[src/rtl/uart_baud_gen.sv]
// uart_baud_gen: from a runtime divisor, makes a 3-per-bit centred RX sample strobe and a 1-per-bit TX strobe.
module uart_baud_gen #(
    parameter int DIV_W = 16
) (
    input  logic             i_clk,
    input  logic             i_rst,
    input  logic             i_en,
    input  logic [DIV_W-1:0] i_divisor,
    input  logic             i_rxsync,
    output logic             o_rxpulse,
    output logic             o_txpulse
);
    logic             run;
    logic [DIV_W-1:0] div_in, rx_cnt, tx_cnt, rx_div, tx_div, rx_deff, tx_deff;
    logic [3:0]       rx_ph, tx_ph;
    logic             rx_clr, tx_clr, rx_tick, tx_tick;
    // The divisor seen in a count-0 cycle governs that whole tick, so use it directly there.
    always_comb begin
        div_in  = (i_divisor == '0) ? DIV_W'(1) : i_divisor;
        rx_deff = (rx_cnt == '0) ? div_in : rx_div;
        tx_deff = (tx_cnt == '0) ? div_in : tx_div;
        rx_tick = rx_cnt == rx_deff - DIV_W'(1);
        tx_tick = tx_cnt == tx_deff - DIV_W'(1);
        tx_clr  = !i_en || !run;
        rx_clr  = tx_clr || i_rxsync;
    end
    // The first enabled edge after reset or re-enable acts as a restart, so count 0 is the following cycle.
    always_ff @(posedge i_clk or posedge i_rst) begin
        if (i_rst) begin
            run       <= 1'b0;
            rx_cnt    <= '0;
            tx_cnt    <= '0;
            rx_div    <= '0;
            tx_div    <= '0;
            rx_ph     <= '0;
            tx_ph     <= '0;
            o_rxpulse <= 1'b0;
            o_txpulse <= 1'b0;
        end else begin
            run <= i_en;
            if (i_en && rx_cnt == '0) rx_div <= div_in;
            if (i_en && tx_cnt == '0) tx_div <= div_in;
            rx_cnt    <= (rx_clr || rx_tick) ? '0 : rx_cnt + DIV_W'(1);
            tx_cnt    <= (tx_clr || tx_tick) ? '0 : tx_cnt + DIV_W'(1);
            rx_ph     <= rx_clr ? 4'd0 : rx_ph + 4'(rx_tick);
            tx_ph     <= tx_clr ? 4'd0 : tx_ph + 4'(tx_tick);
            o_rxpulse <= !rx_clr && rx_tick && (rx_ph inside {[4'd7:4'd9]});
            o_txpulse <= !tx_clr && tx_tick && (tx_ph == 4'd15);
        end
    end
endmodule

[config.mk]
export PLATFORM = sky130hd
export DESIGN_NAME = uart_baud_gen
export DESIGN_NICKNAME = d
export VERILOG_FILES = /design/src/rtl/uart_baud_gen.sv
export SDC_FILE = /design/constraint.sdc
export NUM_CORES = 1
export LEC_CHECK = 0
export CORE_ASPECT_RATIO = 1.1
export CORE_MARGIN = 2
export CORE_UTILIZATION = 56
export DETAILED_ROUTE_END_ITERATION = 12
export PLACE_DENSITY = 0.75
export REMOVE_ABC_BUFFERS = 1
export SLEW_MARGIN = 30
export SYNTH_ARGS = -nofsm -noshare
export SYNTH_HDL_FRONTEND = slang
export SYNTH_SLANG_ARGS = --single-unit
[constraint.sdc]
create_clock -name i_clk -period 4.72 [get_ports i_clk]
set_input_delay 1.416 -clock i_clk [delete_from_list [all_inputs] [get_ports i_clk]]
set_output_delay 1.416 -clock i_clk [all_outputs]
set_load 0.02 [all_outputs]
==> flow_summary.json, run 1 <==
{
  "status": "finished with violations",
  "violations": "negative setup slack",
  "min_period_ns": 4.76,
  "rr_worst_depth": 18,
  "final_cell_area_mm2": 0.00659,
  "setup_viol": 3,
  "power.density_mw_per_mm2": 248,
  "cts_buffer_depth": 2,
  "yosys-top-cells-count": "dfrtp_1 (75), nand2_1 (51), xnor2_1 (42), nor2_1 (41), xor2_1 (37)",
  "cts_sinks": 75,
  "yosys.cell_count.top_type": "dfrtp_1",
  "slew_viol_final": 0,
  "synth-simple-area-share_pct": 24.5,
  "synth_cells": 619,
  "rows": 38,
  "dpl.hpwl_um": 11100,
  "cts.reportedPaths.clkPinSlew_ns": 0.09,
  "routedWlPerCell_um": 18.6,
  "synth_fa_ha_area_share_pct": 2.27,
  "diodes": 0,
  "die_y_um": 108,
  "drcViolationCount": 0,
  "ys.flop_type": "dfrtp_1",
  "path_class": "in2reg",
  "irDropWorstVdd_v": 0.000148,
  "ys_warn_count": 0,
  "whs_ns": 0.560,
  "critPathCaptureType": "flip-flop",
  "port-buffer-count": 21,
  "place_congestion": 0.978,
  "worstPathCellList": "clkdlybuf4s50_1 > nor2_1 > a31oi_1 > buf_4 > o21a_1 > ha_4 > or4b_4 > nor2_2 > nand3_1 > xnor2_1 > a221oi_2 > o2111ai_2 > nor4_4 > ha_2 > ha_4 > xnor2_2 > nor2_1",
  "clk-insertion-delay-late_ns": 0.37,
  "fmax_ghz": 0.210,
  "fin_cells": 807,
  "ys_seq_elements": 75,
  "grt_first_pass_wirelength_um": 25000,
  "cp.depth": 17,
  "crit_required_ns": 4.95,
  "ant_nets": 0,
  "critPathMaxStageDelay_ns": 0.48,
  "hold_viol": 0,
  "yosys-top-cells-area": "dfrtp_1 (34%), xnor2_1 (6.7%), mux2_2 (5.9%), xor2_1 (5.9%), nand2_1 (3.5%)",
  "crit_path_top_delay_cell": "clkdlybuf4s50_1",
  "finalCritPeriodShare_pct": 101,
  "rsz0062_at_grt": "yes",
  "netlist.area_leader.share_pct": 34.0,
  "tns_ns": -0.102,
  "crit_arrival_ns": 5.00,
  "min_path_type": "reg2reg",
  "area_growth_syn_to_layout_pct": 19.3,
  "p_leak_nw": 2.75,
  "grt_max_degree": 28,
  "critPathMaxFanout": 5,
  "ioPinCount": 22,
  "n_fill_cell": 784,
  "root_buffer": "clkbuf_8",
  "tightestPinTransition_ns": 0.855,
  "core_mm2": 0.00975,
  "yosys.area.top_type": "dfrtp_1",
  "finClkSkew_ns": 0.0144,
  "setup_ws_ns": -0.0424,
  "antenna_found_initial": 0,
  "synthArstFlopShare_pct": 100,
  "globalRouteTotalUtil_pct": 29.3,
  "cts_tree": "built",
  "fp.dieW_um": 98.7,
  "htreeDepth": 3,
  "synth-compound-area-share_pct": 13.3,
  "placed_cells": 786,
  "dr.pass1.iters": 7,
  "grt_pass1_vias": 5135,
  "whs_path_depth": 1,
  "worst_path_dominant_cell_family": "simple AND/OR/NAND/NOR gates",
  "synth_top_family_by_area": "simple AND/OR/NAND/NOR gates",
  "synthMuxAreaShare_pct": 8.63,
  "synth_area_mm2": 0.00552,
  "worst_slew_margin_rel_pct": 43.0,
  "syn_avg_cell_area_um2": 8.92,
  "synth_seq_area_share_pct": 34.0,
  "gr-total-overflow": 0,
  "start_util_pct": 56.7,
  "drive_above_1_share_pct": 24.3,
  "synthXorXnorAreaFrac_pct": 12.5,
  "cts_buffers": 9,
  "die-area_mm2": 0.0107,
  "drt_iter0_markers": 296,
  "wl_um": 15000,
  "cap_violations": 0,
  "nets": 712,
  "place_area_mm2": 0.00620,
  "vias_per_cell": 6.23,
  "synth-edff-count": 0,
  "cp-start-kind": "input port",
  "ys_types": 66,
  "path_buf_inv": 2,
  "num_vias": 5025
}
## sequential cells by signal, summed over array words and instances, names as in the netlist
name and cells:
rx_cnt 16, tx_cnt 16, run 1, tx_div 16, o_rxpulse 1, tx_ph 4
rx_div 16, rx_ph 4, o_txpulse 1
## timing repair
| action | CTS | global route |
|---|---|---|
| hold buffers | 0 | 0 |
| gates resized for setup | 46 | 9 |
| setup buffers | 4 | 3 |
| setup endpoints to repair | 42 | 18 |
| pin swaps | 21 | 15 |
## power by group
group | internal [mW] | total (mW) | switching, mW
Clock | 0.264 | 0.535 | 0.271
Combinational | 0.166 | 0.352 | 0.186
Sequential | 0.681 | 0.744 | 0.0633
## cell usage in the layout (no fill, tap or decap), types with 19 or more instances in the layout
cell type,Yosys,layout
a21oi_1,20,19
o21ai_0,22,21
xnor2_1,42,41
mux2_2,29,29
nand3_1,35,33
nor2_1,41,39
buf_4,1,71
nor3_1,27,26
xor2_1,37,37
nand2_1,51,51
dfrtp_1,75,75
## routing by layer
metal,routed length [um],vias to the layer above,GRT usage [%]
met5,0,-,0
met4,399,0,12.7
met3,559,34,4.20
met2,7830,160,53.4
met1,6190,2460,34.2
li1,-,2371,-
## final cells by class
cell class / count / area, um2 / share of cell area (%)
Clock buffer: 10 / 138 / 2.09
Clock inverter: 6 / 72.6 / 1.10
Inverter: 17 / 63.8 / 0.968
Multi-Input combinational cell: 486 / 3540 / 53.8
Sequential cell: 75 / 1880 / 28.5
Tap cell: 120 / 150 / 2.28
Timing Repair Buffer: 93 / 746 / 11.3
## logic make-up after synthesis
kind of cell	after synthesis
AO/OA/AOI/OAI	105
XOR/XNOR	79
adder cells (fa/ha/maj)	10
buffers and inverters	58
flip-flops	75
multiplexers	44
AND/OR/NAND/NOR	248
## worst paths after layout
check / startpoint / to / slack (ns)
setup / recovery: i_divisor[3] / rx_ph[2]$_DFF_PP0_ / -0.04
hold / removal: tx_div[14]$_DFFE_PP0P_ / tx_div[14]$_DFFE_PP0P_ / 0.56
setup reg to reg: tx_cnt[4]$_DFF_PP0_ / tx_ph[1]$_DFF_PP0_ / 0.32
hold reg to reg: tx_div[14]$_DFFE_PP0P_ / tx_div[14]$_DFFE_PP0P_ / 0.56
max in group asynchronous: i_rst / tx_cnt[14]$_DFF_PP0_ / 2.52
min in group asynchronous: i_rst / rx_div[2]$_DFFE_PP0P_ / 1.42
## metrics by stage
stage	setup WS, ns	util, %	total power, mW
after global routing	-0.217	67.6	1.70
after detailed placement	-0.972	63.6	1.08
final	-0.0424	67.6	1.63
after floorplan	-0.890	-	0.949
after global placement	-0.807	63.6	1.07
after CTS	0.00491	67.0	1.62
Power figures use the tool's default switching activity.
==> run 2, diff against run 1 <==
Settings changed: SKIP_CTS_REPAIR_TIMING set to 1.
==> run 2 against run 1 <==
- the run still ends with negative setup slack left
- fmax up 0.53%
- flip-flop and latch count unchanged
- first-iteration DRC count is the same
- count of clock-buffer cells in the layout is the same
- sequential power hardly changed
- core utilization is 0.10 points higher
- register-to-register slack gained 0.03 ns
- worst setup slack improved by 0.025 ns
- worst hold slack lost 0.00066 ns
- clock power about the same
- die area unchanged
- largest cell class unchanged
==> flow_summary.json, run 2 (synthesized netlist as in run 1, its figures left out) <==
{
  "status": "finished with violations",
  "violations": "negative setup slack",
  "tightestPinTransition_ns": 0.844,
  "die-area_mm2": 0.0107,
  "ioPinCount": 22,
  "cts_sinks": 75,
  "dpl.hpwl_um": 11100,
  "place_congestion": 0.978,
  "worst_slew_margin_rel_pct": 43.7,
  "fp.dieW_um": 98.7,
  "critPathMaxStageDelay_ns": 0.57,
  "num_vias": 5025,
  "dp_slack_ns": -0.972,
  "root_buffer": "clkbuf_8",
  "rsz0062_at_grt": "yes",
  "setup_viol": 4,
  "cts_tree": "built",
  "area_growth_syn_to_layout_pct": 19.5,
  "grt_first_pass_wirelength_um": 24500,
  "clk-insertion-delay-late_ns": 0.37,
  "vias_per_cell": 6.23,
  "diodes": 0,
  "worstPathCellList": "buf_6 > or4_4 > nor4b_4 > a31oi_1 > buf_4 > o21a_1 > ha_2 > nor3b_4 > buf_4 > xor2_1 > mux2i_1 > xnor2_1 > nor2_1 > o2111ai_2 > nor4_4 > ha_2 > ha_4 > xnor2_1 > nor2_1",
  "grt_busiest_layer": "met2",
  "grt_max_degree": 28,
  "cts.reportedPaths.clkPinSlew_ns": 0.09,
  "tns_ns": -0.0371,
  "cp-start-kind": "input port",
  "setup_ws_ns": -0.0172,
  "multiInputGateArea_mm2": 0.00353,
  "core_mm2": 0.00975,
  "critPathCaptureType": "flip-flop",
  "path_class": "in2reg",
  "min_from": "tx_div[14]$_DFFE_PP0P_",
  "hold_viol": 0,
  "routedWlPerCell_um": 18.7,
  "drt_iter0_markers": 296,
  "p_leak_nw": 2.81,
  "ant_nets": 0,
  "n_fill_cell": 773,
  "htreeDepth": 3,
  "finClkSkew_ns": 0.0137,
  "slew_viol_final": 0,
  "regArea_mm2": 0.00188,
  "total_power_mw": 1.63,
  "drcViolationCount": 0,
  "cts_buffers": 9,
  "rows": 38,
  "min_period_ns": 4.74,
  "antenna_found_initial": 0,
  "r2r-start": "tx_cnt[4]$_DFF_PP0_",
  "crit_required_ns": 4.95,
  "layout_commonest_cell": "dfrtp_1",
  "die_y_um": 108,
  "grtUsageMet3_pct": 3.94,
  "cap_violations": 0,
  "groute.layer.met1.usage_pct": 33.4,
  "crit_arrival_ns": 4.97,
  "fmax_ghz": 0.211,
  "power.density_mw_per_mm2": 247,
  "grt.met2_usage_pct": 53.1,
  "dr.pass1.iters": 4,
  "gr-total-overflow": 0,
  "critPathMaxFanout": 5,
  "crit_path_top_delay_cell": "or4_4",
  "irDropWorstVdd_v": 0.000147,
  "min_path_type": "reg2reg",
  "port-buffer-count": 21,
  "grt_pass1_vias": 5104,
  "cts_buffer_depth": 2,
  "crit_start": "i_divisor[14]",
  "layout_common_cells": "dfrtp_1 (75), buf_4 (69), nand2_1 (51)",
  "wl_um": 15100,
  "start_util_pct": 56.7,
  "globalRouteTotalUtil_pct": 28.7,
  "drive_above_1_share_pct": 24.3,
  "finalCritPeriodShare_pct": 100,
  "nets": 711
}
-- run 2: final timing paths --
path                       depth (start not counted)  slack [ns]                endpoint
max                                               19       -0.02      rx_ph[2]$_DFF_PP0_
min                                                1        0.56  tx_div[14]$_DFFE_PP0P_
max reg2reg                                       19        0.35      tx_ph[3]$_DFF_PP0_
min reg2reg                                        1        0.56  tx_div[14]$_DFFE_PP0P_
max in group asynchronous                          3        2.53    tx_cnt[14]$_DFF_PP0_
min in group asynchronous                          2        1.41      rx_ph[0]$_DFF_PP0_
-- run 2: area by class of cell --
| class | instances | area share [%] |
|---|---|---|
| Sequential cell | 75 | 28.4 |
| Clock inverter | 6 | 1.10 |
| Inverter | 17 | 0.967 |
| Tap cell | 120 | 2.27 |
| Clock buffer | 10 | 2.09 |
| Timing Repair Buffer | 92 | 11.7 |
| Multi-Input combinational cell | 486 | 53.5 |
-- run 2: report_power, final --
group	total [mW]	switching [mW]	leakage, nW	internal, mW
combinational	0.350	0.185	1.73	0.165
clock	0.536	0.271	0.103	0.264
sequential	0.745	0.0642	0.973	0.681
total	1.63	0.521	2.81	1.11
-- run 2: stage by stage --
step	cells	util, %	hold slack (ns)	instance area, um2
4_1_cts	802	65.8	0.559	6410
6_report	806	67.7	0.559	6600
5_1_grt	806	67.7	0.579	6600
2_1_floorplan	578	-	0.485	5320
3_5_place_dp	786	63.6	0.521	6200
3_3_place_gp	786	63.6	0.502	6200
-- run 2: worst max-delay path: cells and delay by family --
kind | cells | cell delay [ns]
xor+xnor | 3 | 0.45
buf+inv | 3 | 0.40
simple gates | 6 | 1.44
fa+ha+maj | 3 | 0.63
mux | 1 | 0.11
compound gates | 3 | 0.50
-- run 2: routing by layer --
| layer | vias up | wire length (um) |
|---|---|---|
| li1 | 2360 | - |
| met1 | 2471 | 6090 |
| met2 | 160 | 8000 |
| met3 | 34 | 631 |
| met4 | 0 | 384 |
| met5 | - | 0 |
==> run 3, diff against run 2 <==
Settings changed: CORE_UTILIZATION 56 to 62, PLACE_DENSITY 0.75 to 0.79.
Clock period 4.72 ns to 5.24 ns, I/O delays scaled along.
==> run 3 against run 2 <==
- the run now ends clean
- first-iteration DRC count grew 2.0%
- combinational power is 14% lower
- die area fell by 9.3%
- power down 14%
- via count fell by 3.7%
- worst setup slack better by 0.15 ns
- clock skew down 0.0021 ns
- count of clock-buffer cells in the layout shrank 1
- non-clock buffer count decreased by 29
- cell count down 4.5%
- critical endpoint is now rx_ph[1]$_DFF_PP0_
- largest power group unchanged
==> flow_summary.json, run 3 (synthesized netlist as in run 1, its figures left out) <==
{
  "min_period_ns": 5.11,
  "rows": 36,
  "clk-insertion-delay-late_ns": 0.36,
  "wl_met3_um": 779,
  "layout_common_cells": "dfrtp_1 (75), nand2_1 (51), xnor2_1 (42), buf_4 (42), nor2_1 (39)",
  "r2r_end": "rx_ph[1]$_DFF_PP0_",
  "power.switching_uw": 437,
  "crit_required_ns": 5.50,
  "drt_iter0_markers": 302,
  "worst_slew_margin_rel_pct": 38.1,
  "crit_arrival_ns": 5.37,
  "num_vias": 4837,
  "drive_above_1_share_pct": 19.1,
  "cts_buffers": 9,
  "clkPwrFrac_pct": 30.9,
  "total_power_mw": 1.41,
  "placed_cells": 755,
  "holdPathEnd": "tx_ph[3]$_DFF_PP0_",
  "p_int_uw": 968,
  "min_from": "tx_ph[3]$_DFF_PP0_",
  "htreeDepth": 3,
  "place_area_mm2": 0.00599,
  "tightestPinTransition_ns": 0.920,
  "die_y_um": 103,
  "dr_wl_met2_um": 7200,
  "antenna_found_initial": 0,
  "cp-start-kind": "input port",
  "dr.pass1.iters": 5,
  "top_layer_used": "met4",
  "whs_path_depth": 2,
  "fp.dieW_um": 94,
  "nets": 682,
  "grt_max_degree": 47,
  "die-area_mm2": 0.00968,
  "power.density_mw_per_mm2": 224,
  "dpl.hpwl_um": 10500,
  "grt_pass1_vias": 4870,
  "tns_ns": 0,
  "status": "finished, final reports clean",
  "drcViolationCount": 0,
  "vias_per_cell": 6.28,
  "diodes": 0,
  "wl_met1_um": 5800,
  "gr-total-overflow": 0,
  "rr_worst_depth": 17,
  "place_congestion": 1.03,
  "routedWlPerCell_um": 18.5,
  "sw_frac_of_total_pct": 31.1,
  "wl_um": 14200,
  "slew_viol_final": 0,
  "setup_viol": 0,
  "seqPwrFrac_pct": 47.7,
  "hold_viol": 0,
  "min_path_type": "reg2reg",
  "port-buffer-count": 21,
  "r2r-start": "rx_cnt[0]$_DFF_PP0_",
  "cts_tree": "built",
  "layout_commonest_cell": "dfrtp_1",
  "power_frac_comb_pct": 21.5,
  "root_buffer": "clkbuf_8",
  "grt_first_pass_wirelength_um": 24100,
  "r2r_slack_ns": 0.80,
  "core_mm2": 0.00878,
  "critPathCaptureType": "flip-flop",
  "p_leak_nw": 2.60,
  "cts_buffer_depth": 2,
  "fin_cells": 770,
  "globalRouteTotalUtil_pct": 31.7,
  "ant_nets": 0,
  "cts_sinks": 75,
  "final_cell_area_mm2": 0.00627,
  "fmax_ghz": 0.196,
  "irDropWorstVdd_v": 0.000149,
  "ioPinCount": 22,
  "finClkSkew_ns": 0.0116,
  "area_growth_syn_to_layout_pct": 13.4,
  "critPathMaxFanout": 5,
  "cap_violations": 0,
  "path_class": "in2reg",
  "cts.reportedPaths.clkPinSlew_ns": 0.08,
  "finalCritPeriodShare_pct": 97.5,
  "start_util_pct": 62.9
}
-- run 3: changes by cell type in the layout (fill, tap and decap cells not counted), sizes merged --
cell,change
buf,-30
clkbuf,-3
inv,-2
clkinv,+2
dlymetal6s2s,-4
clkdlybuf4s50,+7
-- run 3: routing by layer --
layer / vias up / track usage [%]
met1: 2311 / 38.5
met5: - / 0
met4: 0 / 13.7
met3: 37 / 5.48
met2: 189 / 55.8
li1: 2300 / -
-- run 3: metrics by stage --
step	hold slack (ns)	worst slack, ns	utilization, %
after floorplan	0.485	-0.511	-
after global placement	0.506	-0.400	68.2
after detailed placement	0.525	-0.533	68.2
after CTS	0.541	-0.162	70.3
after global routing	0.579	-0.0134	71.3
final	0.552	0.128	71.3
-- run 3: layout make-up --
type,instances,area [um2]
Multi-Input combinational cell,486,3470
Fill cell,683,2520
Sequential cell,75,1880
Timing Repair Buffer,63,536
Tap cell,114,143
Clock buffer,9,124
Inverter,17,63.8
Clock inverter,6,57.6
-- run 3: power by group through the flow --
stage | Combinational, mW | Sequential (mW) | Clock (mW)
2_1_floorplan | 0.194 | 0.661 | 0
3_3_place_gp | 0.283 | 0.675 | 0
3_5_place_dp | 0.291 | 0.677 | 0
4_1_cts | 0.293 | 0.665 | 0.439
5_1_grt | 0.330 | 0.675 | 0.472
6_report | 0.302 | 0.670 | 0.434
-- run 3: critical path, stage by stage --
cell and delay (ns):
clkdlybuf4s50_1 0.43, or4_4 0.47, nor4b_4 0.27, a31oi_1 0.15, buf_4 0.16, o21a_1 0.18
ha_2 0.21, nor3b_4 0.18, nand3_2 0.12, xor2_1 0.15, mux2i_1 0.10, xnor2_1 0.16
nand4_1 0.16, nor4_4 0.40, ha_2 0.25, ha_2 0.26, and2_1 0.14
-- run 3: how the worst max path moves through the flow --
stage,start,to,cells past startpoint
2_1_floorplan,i_divisor[11],tx_ph[1]$_DFF_PP0_,17
3_3_place_gp,i_divisor[8],rx_ph[1]$_DFF_PP0_,17
3_5_place_dp,i_divisor[8],rx_ph[1]$_DFF_PP0_,17
4_1_cts,i_divisor[8],rx_ph[1]$_DFF_PP0_,17
5_1_grt,i_divisor[5],rx_ph[1]$_DFF_PP0_,17
6_report,i_divisor[11],rx_ph[1]$_DFF_PP0_,17
